<file path="src/rtl/vespa_int_pkg.sv">
// vespa_int_pkg
// Definitions shared by the VeSPA interrupt controller and the CPU-side
// interrupt sequencer: the sequencer state encoding, the interrupt index
// width, and the default vector table placement.
package vespa_int_pkg;

    // Interrupt source index width (four sources).
    localparam int IRQ_W = 2;

    // Default vector table placement: vector n lives at base + n*stride.
    localparam logic [31:0] DEF_VEC_BASE   = 32'h0000_0010;
    localparam int          DEF_VEC_STRIDE = 4;

    typedef enum logic [2:0] {
        ST_IDLE     = 3'd0,
        ST_ACK      = 3'd1,
        ST_VECTOR   = 3'd2,
        ST_IN_ISR   = 3'd3,
        ST_COMPLETE = 3'd4,
        ST_CHAIN    = 3'd5,
        ST_RESTORE  = 3'd6
    } seq_state_t;

endpackage

</file>
<file path="src/rtl/int_vector_calc.sv">
// int_vector_calc
// Combinational handler address: VEC_BASE + irq * VEC_STRIDE, evaluated in
// ADDR_W bits so an oversized table wraps instead of widening.
// Ports:
//   i_irq  - interrupt source index
//   o_addr - handler vector address
module int_vector_calc
    import vespa_int_pkg::*;
#(
    parameter int                ADDR_W     = 32,
    parameter logic [ADDR_W-1:0] VEC_BASE   = ADDR_W'(DEF_VEC_BASE),
    parameter int                VEC_STRIDE = DEF_VEC_STRIDE
) (
    input  logic [IRQ_W-1:0]  i_irq,
    output logic [ADDR_W-1:0] o_addr
);

    logic [ADDR_W-1:0] w_irq_ext;

    assign w_irq_ext = {{(ADDR_W-IRQ_W){1'b0}}, i_irq};
    assign o_addr    = VEC_BASE + (w_irq_ext * ADDR_W'(VEC_STRIDE));

endmodule

</file>
<file path="src/rtl/interrupt_sequencer.sv">
// interrupt_sequencer
// CPU-side responder for the VeSPA interrupt controller. Accepts a request at
// an instruction boundary, acknowledges it, vectors the core to the handler,
// and on RETI either restores the saved PC/condition codes or tail-chains
// straight into the next pending handler without restoring context.
// Ports:
//   clk, rst            - clock (rising edge), asynchronous active-low reset
//   int_req, int_number - request and source index from the controller
//   ie                  - core global interrupt enable
//   instr_boundary      - core retiring an instruction; pc_next valid
//   pc_next, cc_in      - resume address and live condition codes
//   reti_exec           - core executing RETI (one-cycle pulse)
//   int_ack_attended    - acceptance pulse to the controller
//   int_ack_complete    - completion pulse to the controller
//   core_hold           - freeze fetch/issue
//   pc_load/_value      - PC load strobe and address (vector or resume)
//   cc_load/cc_restore  - status load strobe and saved condition codes
//   in_isr, active_irq  - handler context flag and source being serviced
//   spurious_reti       - sticky flag: RETI seen outside a handler
module interrupt_sequencer
    import vespa_int_pkg::*;
#(
    parameter int                ADDR_W     = 32,
    parameter int                CC_W       = 4,
    parameter logic [ADDR_W-1:0] VEC_BASE   = ADDR_W'(DEF_VEC_BASE),
    parameter int                VEC_STRIDE = DEF_VEC_STRIDE
) (
    input  logic              clk,
    input  logic              rst,
    input  logic              int_req,
    input  logic [IRQ_W-1:0]  int_number,
    input  logic              ie,
    input  logic              instr_boundary,
    input  logic [ADDR_W-1:0] pc_next,
    input  logic [CC_W-1:0]   cc_in,
    input  logic              reti_exec,
    output logic              int_ack_attended,
    output logic              int_ack_complete,
    output logic              core_hold,
    output logic              pc_load,
    output logic [ADDR_W-1:0] pc_load_value,
    output logic              cc_load,
    output logic [CC_W-1:0]   cc_restore,
    output logic              in_isr,
    output logic [IRQ_W-1:0]  active_irq,
    output logic              spurious_reti
);

    seq_state_t        r_state;
    logic [ADDR_W-1:0] r_saved_pc;
    logic [CC_W-1:0]   r_saved_cc;
    logic [IRQ_W-1:0]  r_active_irq;
    logic              r_ack_att;
    logic              r_ack_cmp;
    logic              r_hold;
    logic              r_pc_load;
    logic [ADDR_W-1:0] r_pc_value;
    logic              r_cc_load;
    logic [CC_W-1:0]   r_cc_restore;
    logic              r_in_isr;
    logic              r_spurious;
    logic [ADDR_W-1:0] w_vec_addr;

    int_vector_calc #(
        .ADDR_W     (ADDR_W),
        .VEC_BASE   (VEC_BASE),
        .VEC_STRIDE (VEC_STRIDE)
    ) u_vec (
        .i_irq  (r_active_irq),
        .o_addr (w_vec_addr)
    );

    // Outputs are registered: every transition writes the output values that
    // belong to the state being entered, so they line up with r_state.
    always_ff @(posedge clk or negedge rst) begin
        if (!rst) begin
            r_state      <= ST_IDLE;
            r_saved_pc   <= '0;
            r_saved_cc   <= '0;
            r_active_irq <= '0;
            r_ack_att    <= 1'b0;
            r_ack_cmp    <= 1'b0;
            r_hold       <= 1'b0;
            r_pc_load    <= 1'b0;
            r_pc_value   <= '0;
            r_cc_load    <= 1'b0;
            r_cc_restore <= '0;
            r_in_isr     <= 1'b0;
            r_spurious   <= 1'b0;
        end else begin
            // Strobes are single-cycle unless the entered state re-asserts them.
            r_ack_att <= 1'b0;
            r_ack_cmp <= 1'b0;
            r_hold    <= 1'b0;
            r_pc_load <= 1'b0;
            r_cc_load <= 1'b0;

            // RETI only means something inside a handler; elsewhere it is
            // recorded as an error and otherwise ignored.
            if (reti_exec && (r_state != ST_IN_ISR)) begin
                r_spurious <= 1'b1;
            end

            case (r_state)
                ST_IDLE: begin
                    r_in_isr <= 1'b0;
                    if (int_req && ie && instr_boundary) begin
                        r_state      <= ST_ACK;
                        r_saved_pc   <= pc_next;
                        r_saved_cc   <= cc_in;
                        r_active_irq <= int_number;
                        r_ack_att    <= 1'b1;
                        r_hold       <= 1'b1;
                        r_in_isr     <= 1'b1;
                    end
                end
                ST_ACK: begin
                    r_state    <= ST_VECTOR;
                    r_pc_load  <= 1'b1;
                    r_pc_value <= w_vec_addr;
                    r_hold     <= 1'b1;
                    r_in_isr   <= 1'b1;
                end
                ST_VECTOR: begin
                    r_state  <= ST_IN_ISR;
                    r_in_isr <= 1'b1;
                end
                ST_IN_ISR: begin
                    // No preemption: int_req is not looked at while handling.
                    r_in_isr <= 1'b1;
                    if (reti_exec) begin
                        r_state   <= ST_COMPLETE;
                        r_ack_cmp <= 1'b1;
                        r_hold    <= 1'b1;
                    end
                end
                ST_COMPLETE: begin
                    r_state  <= ST_CHAIN;
                    r_hold   <= 1'b1;
                    r_in_isr <= 1'b1;
                end
                ST_CHAIN: begin
                    // The controller has re-arbitrated by now. A pending request
                    // chains directly, keeping the original resume context and
                    // ignoring ie (still inside the interrupt epoch).
                    if (int_req) begin
                        r_state      <= ST_ACK;
                        r_active_irq <= int_number;
                        r_ack_att    <= 1'b1;
                        r_hold       <= 1'b1;
                        r_in_isr     <= 1'b1;
                    end else begin
                        r_state      <= ST_RESTORE;
                        r_pc_load    <= 1'b1;
                        r_pc_value   <= r_saved_pc;
                        r_cc_load    <= 1'b1;
                        r_cc_restore <= r_saved_cc;
                        r_in_isr     <= 1'b0;
                    end
                end
                ST_RESTORE: begin
                    r_state  <= ST_IDLE;
                    r_in_isr <= 1'b0;
                end
                default: begin
                    r_state  <= ST_IDLE;
                    r_in_isr <= 1'b0;
                end
            endcase
        end
    end

    assign int_ack_attended = r_ack_att;
    assign int_ack_complete = r_ack_cmp;
    assign core_hold        = r_hold;
    assign pc_load          = r_pc_load;
    assign pc_load_value    = r_pc_value;
    assign cc_load          = r_cc_load;
    assign cc_restore       = r_cc_restore;
    assign in_isr           = r_in_isr;
    assign active_irq       = r_active_irq;
    assign spurious_reti    = r_spurious;

endmodule

</file>
<file path="config.mk">
export PLATFORM = sky130hd
export DESIGN_NAME = interrupt_sequencer
export DESIGN_NICKNAME = d
export VERILOG_FILES = /design/src/rtl/vespa_int_pkg.sv /design/src/rtl/int_vector_calc.sv /design/src/rtl/interrupt_sequencer.sv
export SDC_FILE = /design/constraint.sdc
export NUM_CORES = 1
export LEC_CHECK = 0
export ABC_AREA = 1
export CORE_ASPECT_RATIO = 0.6
export CORE_MARGIN = 4
export CORE_UTILIZATION = 60
export CTS_CLUSTER_DIAMETER = 80
export DETAILED_ROUTE_END_ITERATION = 7
export DONT_BUFFER_PORTS = 1
export GPL_ROUTABILITY_DRIVEN = 0
export HOLD_SLACK_MARGIN = 0.12
export PLACE_DENSITY = 0.76
export SETUP_SLACK_MARGIN = 0.4
export SLEW_MARGIN = 10
export SYNTH_ARGS = -nofsm -noshare
export SYNTH_HDL_FRONTEND = slang
export SYNTH_SLANG_ARGS = --single-unit
</file>
<file path="constraint.sdc">
create_clock -name clk -period 3.2 [get_ports clk]
set_input_delay 0.48 -clock clk [delete_from_list [all_inputs] [get_ports clk]]
set_output_delay 0.48 -clock clk [all_outputs]
set_load 0.02 [all_outputs]
</file>
# Word level (Yosys, flattened, before mapping)

Index checks and enable logic that the tools add are counted.

Add/subtract/negate cells: 1
Equal/unequal tests: 10
Multiplexer cells: 19
Bitwise gates (word level): 1
Reductions and logical operators: 13

Operators by type and width:

| cell                  | count |
|---|---|
| $pmux W32 S2          | 1 |
| $mux W32              | 1 |
| $pmux W3 S6           | 1 |
| $mux W3               | 3 |
| $ne A2 B2 Y1 const B  | 4 |
| $reduce_and A2 Y1     | 4 |
| $add A5 B4 Y6 const A | 1 |
| $eq A3 B2 Y1 const B  | 2 |
| $eq A3 B3 Y1 const B  | 2 |
| $mux W1               | 6 |
| $mux W2               | 2 |
| $pmux W1 S2           | 2 |
| $pmux W1 S4           | 1 |
| $pmux W2 S2           | 1 |
| $reduce_bool A2 Y1    | 2 |
| $reduce_or A4 Y1      | 1 |
| $eq A3 B1 Y1 const B  | 1 |
| $logic_and A1 B1 Y1   | 3 |
| $logic_not A3 Y1      | 1 |
| $ne A3 B2 Y1 const B  | 1 |
| $pmux W1 S3           | 1 |
| $reduce_and A3 Y1     | 1 |
| $reduce_or A2 Y1      | 1 |
| $not A1 Y1            | 1 |

Register bits after elaboration: 84
Input port bits: 44
Output and inout port bits: 45
Word-level logic and storage cells: 57

# Longest topological paths before layout

Depth in word-level cells: 4
Gate-level depth with buffers: 8

# By module

From an unflattened synthesis, not the netlist that was laid out.

Cells, all modules: 462
Area total of the unflattened synthesis: 3808.7 um2

Modules (own cells, without submodules):

| module              | times used | cells each | area an instance (um2) |
|---|---|---|---|
| interrupt_sequencer | 1          | 428        | 3560.9 |
| int_vector_calc     | 1          | 34         | 247.7 |

# Least setup slack after synthesis

OpenSTA, ideal clock, no wires.

Path kind: register -> register
Start point: register r_state[1]
End point: register r_saved_cc[3]
Setup time: 0.126 ns
Data arrival time: 1.137 ns
Required time: 3.074 ns
Path slack: 1.937 ns
Stages on the path, launching flop included: 6
Path buffers: 1
Clock period less this slack: 1.263 ns
Path through: dfrtp_1 > nor2_1 > nand2_2 > nor2_8 > buf_2 > o21ai_0

Word-level cells in the longest chain between the ends: 2

Ends and longest elaborated chain:

| element                     | line                       | source |
|---|---|---|
| from (decl)                 | interrupt_sequencer.sv:49  | `seq_state_t r_state;` |
| from (signal assigned)      | interrupt_sequencer.sv:77  | `r_state <= ST_IDLE;` |
| from (signal assigned)      | interrupt_sequencer.sv:108 | `r_state <= ST_ACK;` |
| from (signal assigned)      | interrupt_sequencer.sv:118 | `r_state <= ST_VECTOR;` |
| $logic_not A3 Y1            | interrupt_sequencer.sv:104 | `case (r_state)` |
| $reduce_and A2 Y1 (no line) | -                          |  |
| to (signal assigned)        | interrupt_sequencer.sv:110 | `r_saved_cc <= cc_in;` |
| to (decl)                   | interrupt_sequencer.sv:51  | `logic [CC_W-1:0] r_saved_cc;` |

Every way passes these cells.
A chain may end at the register's enable or synchronous reset.

# Final worst setup path

Start point: register r_state[1]
End point: register r_in_isr, in the netlist in_isr

Word-level cells in the longest chain between the ends: 3

Ends and longest elaborated chain:

| element                                    | line                       | source |
|---|---|---|
| $eq A3 B2 Y1, or another cell as far along | interrupt_sequencer.sv:104 |  |
| $reduce_or A4 Y1 (no line)                 | -                          |  |
| $pmux W1 S3 (*)                            | interrupt_sequencer.sv:104 |  |
| to (signal assigned)                       | interrupt_sequencer.sv:106 | `r_in_isr <= 1'b0;` |
| to (signal assigned)                       | interrupt_sequencer.sv:114 | `r_in_isr <= 1'b1;` |
| to (signal assigned)                       | interrupt_sequencer.sv:122 | `r_in_isr <= 1'b1;` |
| to (decl)                                  | interrupt_sequencer.sv:60  | `logic r_in_isr;` |

Every way passes the cells marked *; elsewhere a longest branch is shown, timed or not.

==> summary.md <==
| Metric | Value |
|---|---|
| Most frequent CP cell | `nand2_2` |
| Top post-synthesis cells by area | `dfrtp_1 65%, nand2_1 11%, o21ai_0 9.3%` |
| Post-synth cell types | `19` |
| Die ar. | `~6700 sq um` |
| Share of layout cells above drive strength 1 | `6.80%` |
| Simple-gate portion of the synthesized area | `15.3%` |
| Vias in the first global route | `between 2,000 and 2,500` |
| Commonest non-fill, non-tap cell in the layout | `nand2_1` |
| Crit-path cells | `nor2_1 > nand2_2 > nor2_8 > inv_2 > nand2_2 > inv_1 > nand2_1` |
| Max VDD drop | `between 0.4 and 0.5 mV` |
| Clk_lat worst skew | `between 0.3 and 0.4 ns` |
| Total CTS buffers | `9` |
| Pins over their slew limit | `0` |
| Cell taking the most area after synthesis | `dfrtp_1` |
| Cells after synthesis | `approximately 340` |
| Critical Path Max Stage Delay | `0.60 ns` |
| Post-Synth Adder-Cell Area | `0%` |
| Ant diodes | `0` |
| Total grt overflow | `0` |
| Req. time, crit path | `roughly 3.5 ns` |
| Synth Area in XOR/XNOR | `0%` |
| Ys Warns | `0` |
| Yosys reg bits | `84` |
| Post-CTS sizing | `0` |
| Arrival @ worst endpoint | `~2.2 ns` |
| Worst Skew | `0.00594 ns` |
| PwrDens | `1010 nW/um^2` |
| Final Worst Setup Slack | `about 1.3 ns` |
| Die H | `~65 microns` |
| Largest family of logic cells by synthesized area | `simple AND/OR/NAND/NOR gates` |
| Crit Path Class | `reg -> reg` |
| Period minus WS final | `approximately 1.9 ns` |
| Initial DRT Pass Iterations | `4` |
| Reg area | `between 2000 and 2500 sq um` |
| Most frequent cells in the layout | `97 x nand2_1, 84 x dfrtp_1, 60 x o21ai_0` |
| Gr usage total | `between 20% and 30%` |
| CTS tree | `yes` |
| Leak pwr | `about 0.0017 uW` |
| Nets | `roughly 380` |
| CP Capture Type | `register` |
| Max Root-Sink Buffers | `2` |
| CP max stage cell | `nor2_8` |
| Post-synth top area share | `roughly two thirds` |
| First-pass GRT wire length | `about 10,000 microns` |
| Largest net degree at the start of global routing | `between 80 and 90` |
| DRT iter0 DRCs | `80` |
| Fin crit share | `59.5%` |
| Vias post-DR | `2,091` |
| CP Launch Type | `register` |
| H-tree depth | `3` |
| Worst-Margin Slew | `between 0.7 and 0.8 ns` |
| Initial Util | `~63%` |
| Die width | `a little over 100 microns` |
| Antenna violations before repair | `0` |
| Post-route ant nets | `0` |
| Core area | `roughly 5100 sq um` |
| Setup tns final | `0 ns` |
| Routed wire length per instance | `15.4 microns` |
| Synth Area in Compound Gates | `approximately 11%` |
| Final hold slack | `0.247 ns` |
| Total Routed Length | `between 6000 and 7000 microns` |
| DR DRC count | `0` |
| # fillers | `a little under 400` |
| Clock slew at reported path FFs | `0.08 ns` |
| Multiplexer area fraction after synthesis | `0%` |
| Fmax | `~0.52 GHz` |
| Root Driver | `clkbuf_8` |
| Core Rows | `20` |
| Detailed-placement wirelength estimate | `around 4200 microns` |
| Post-synthesis sequential area ratio | `64.9%` |
| Final Setup Violations | `0` |
| IO Pins | `between 80 and 90` |
| Status | `complete, no violations` |
| Via density | `around 5.2` |
| Clk sink count | `84` |
| Hold WC Path Type | `in -> reg` |
| Max FO, Critical Path | `72` |
| Final hold viol count | `0` |
| Place WS | `1.34 ns` |
| Mapped cell area | `between 3000 and 4000 sq um` |
| Area added between synthesis and finish | `7.76%` |
| RSZ-0062 raised after global routing | `false` |
| IO buf count | `0` |
| Synthesized area per cell | `9.64 sq um` |
| Mapped Nets | `between 300 and 400` |
| Max-capacitance violation count | `0` |
| Slew Limit Headroom | `a little under half` |
| Multi-input gate area | `about 870 sq um` |
## flip-flops by register name (all words and copies together), names as in the netlist, 2 cells and up
register / cells
r_saved_cc: 4
r_saved_pc: 32
pc_load_value: 32
r_state: 3
active_irq: 2
cc_restore: 4
## critical path, delay by kind of cell (launching register included)
kind	cells	cell delay (ns)
buffers and inverters	2	0.19
and+or+nand+nor	5	1.16
DFF	1	0.46
## Yosys cell counts
master	instances
o21ai_2	1
inv_1	44
dfrtp_1	84
clkbuf_1	2
inv_2	1
nand4_1	2
nand3_1	6
nor2_8	1
o21ai_0	60
nor2_1	9
buf_4	2
nand2_2	2
nor2_4	1
nand2_1	97
o21ai_1	11
o21bai_1	1
nand3_2	1
buf_2	7
buf_6	4
## through the flow
stage               cell area (sq um)  total power, uW  utilization [%]  std cells
floorplan                        3240             2480                -        336
global placement                 3230             2630             62.9        388
detailed placement               3230             2680             62.9        388
CTS                              3490             3560             68.0        404
global route                     3490             3800             68.0        404
finish                           3490             3520             68.0        404
## cell families after synthesis
| family | count (synthesis) |
|---|---|
| and+or+nand+nor | 119 |
| DFF | 84 |
| AOI/OAI and AO/OA | 73 |
| buffers and inverters | 60 |
## report_power, final
group / switching [uW] / internal (uW)
sequential: 474 / 1500
combinational: 463 / 240
clock: 344 / 508
total: 1280 / 2240
## area by class of cell
class                   instances  area share, %
clock buffers                   9           3.55
clock inverters                 5           2.94
inverters                      45           4.84
multi-input cells             192           24.8
flip-flops and latches         84           60.2
well taps                      66           2.37
repair buffers                  3           1.29
## layer usage
layer	vias up	GRT usage [%]	share of wire (%)
met4	0	6.79	1.3
met3	8	10.4	12
met2	74	29.8	43
met5	-	0	0
li1	1040	-	-
met1	969	26.9	44
## timing repair
| item | 4_1_cts | 5_1_grt |
|---|---|---|
| setup buffers | 0 | 0 |
| endpoints found under the hold margin | 84 | 0 |
| hold buffers | 2 | 0 |
## worst paths after layout
check	depth (start not counted)	endpoint	startpoint	slack (ns)
max	7	in_isr	r_state[1]	1.29
min	2	active_irq[1]	int_number[1]	0.25
max reg2reg	7	in_isr	r_state[1]	1.29
min reg2reg	2	r_saved_pc[4]	r_saved_pc[4]	0.49
max in group asynchronous	2	r_saved_pc[17]	rst	2.18
min in group asynchronous	2	pc_load_value[6]	rst	0.69
Power figures use the tool's default switching activity.
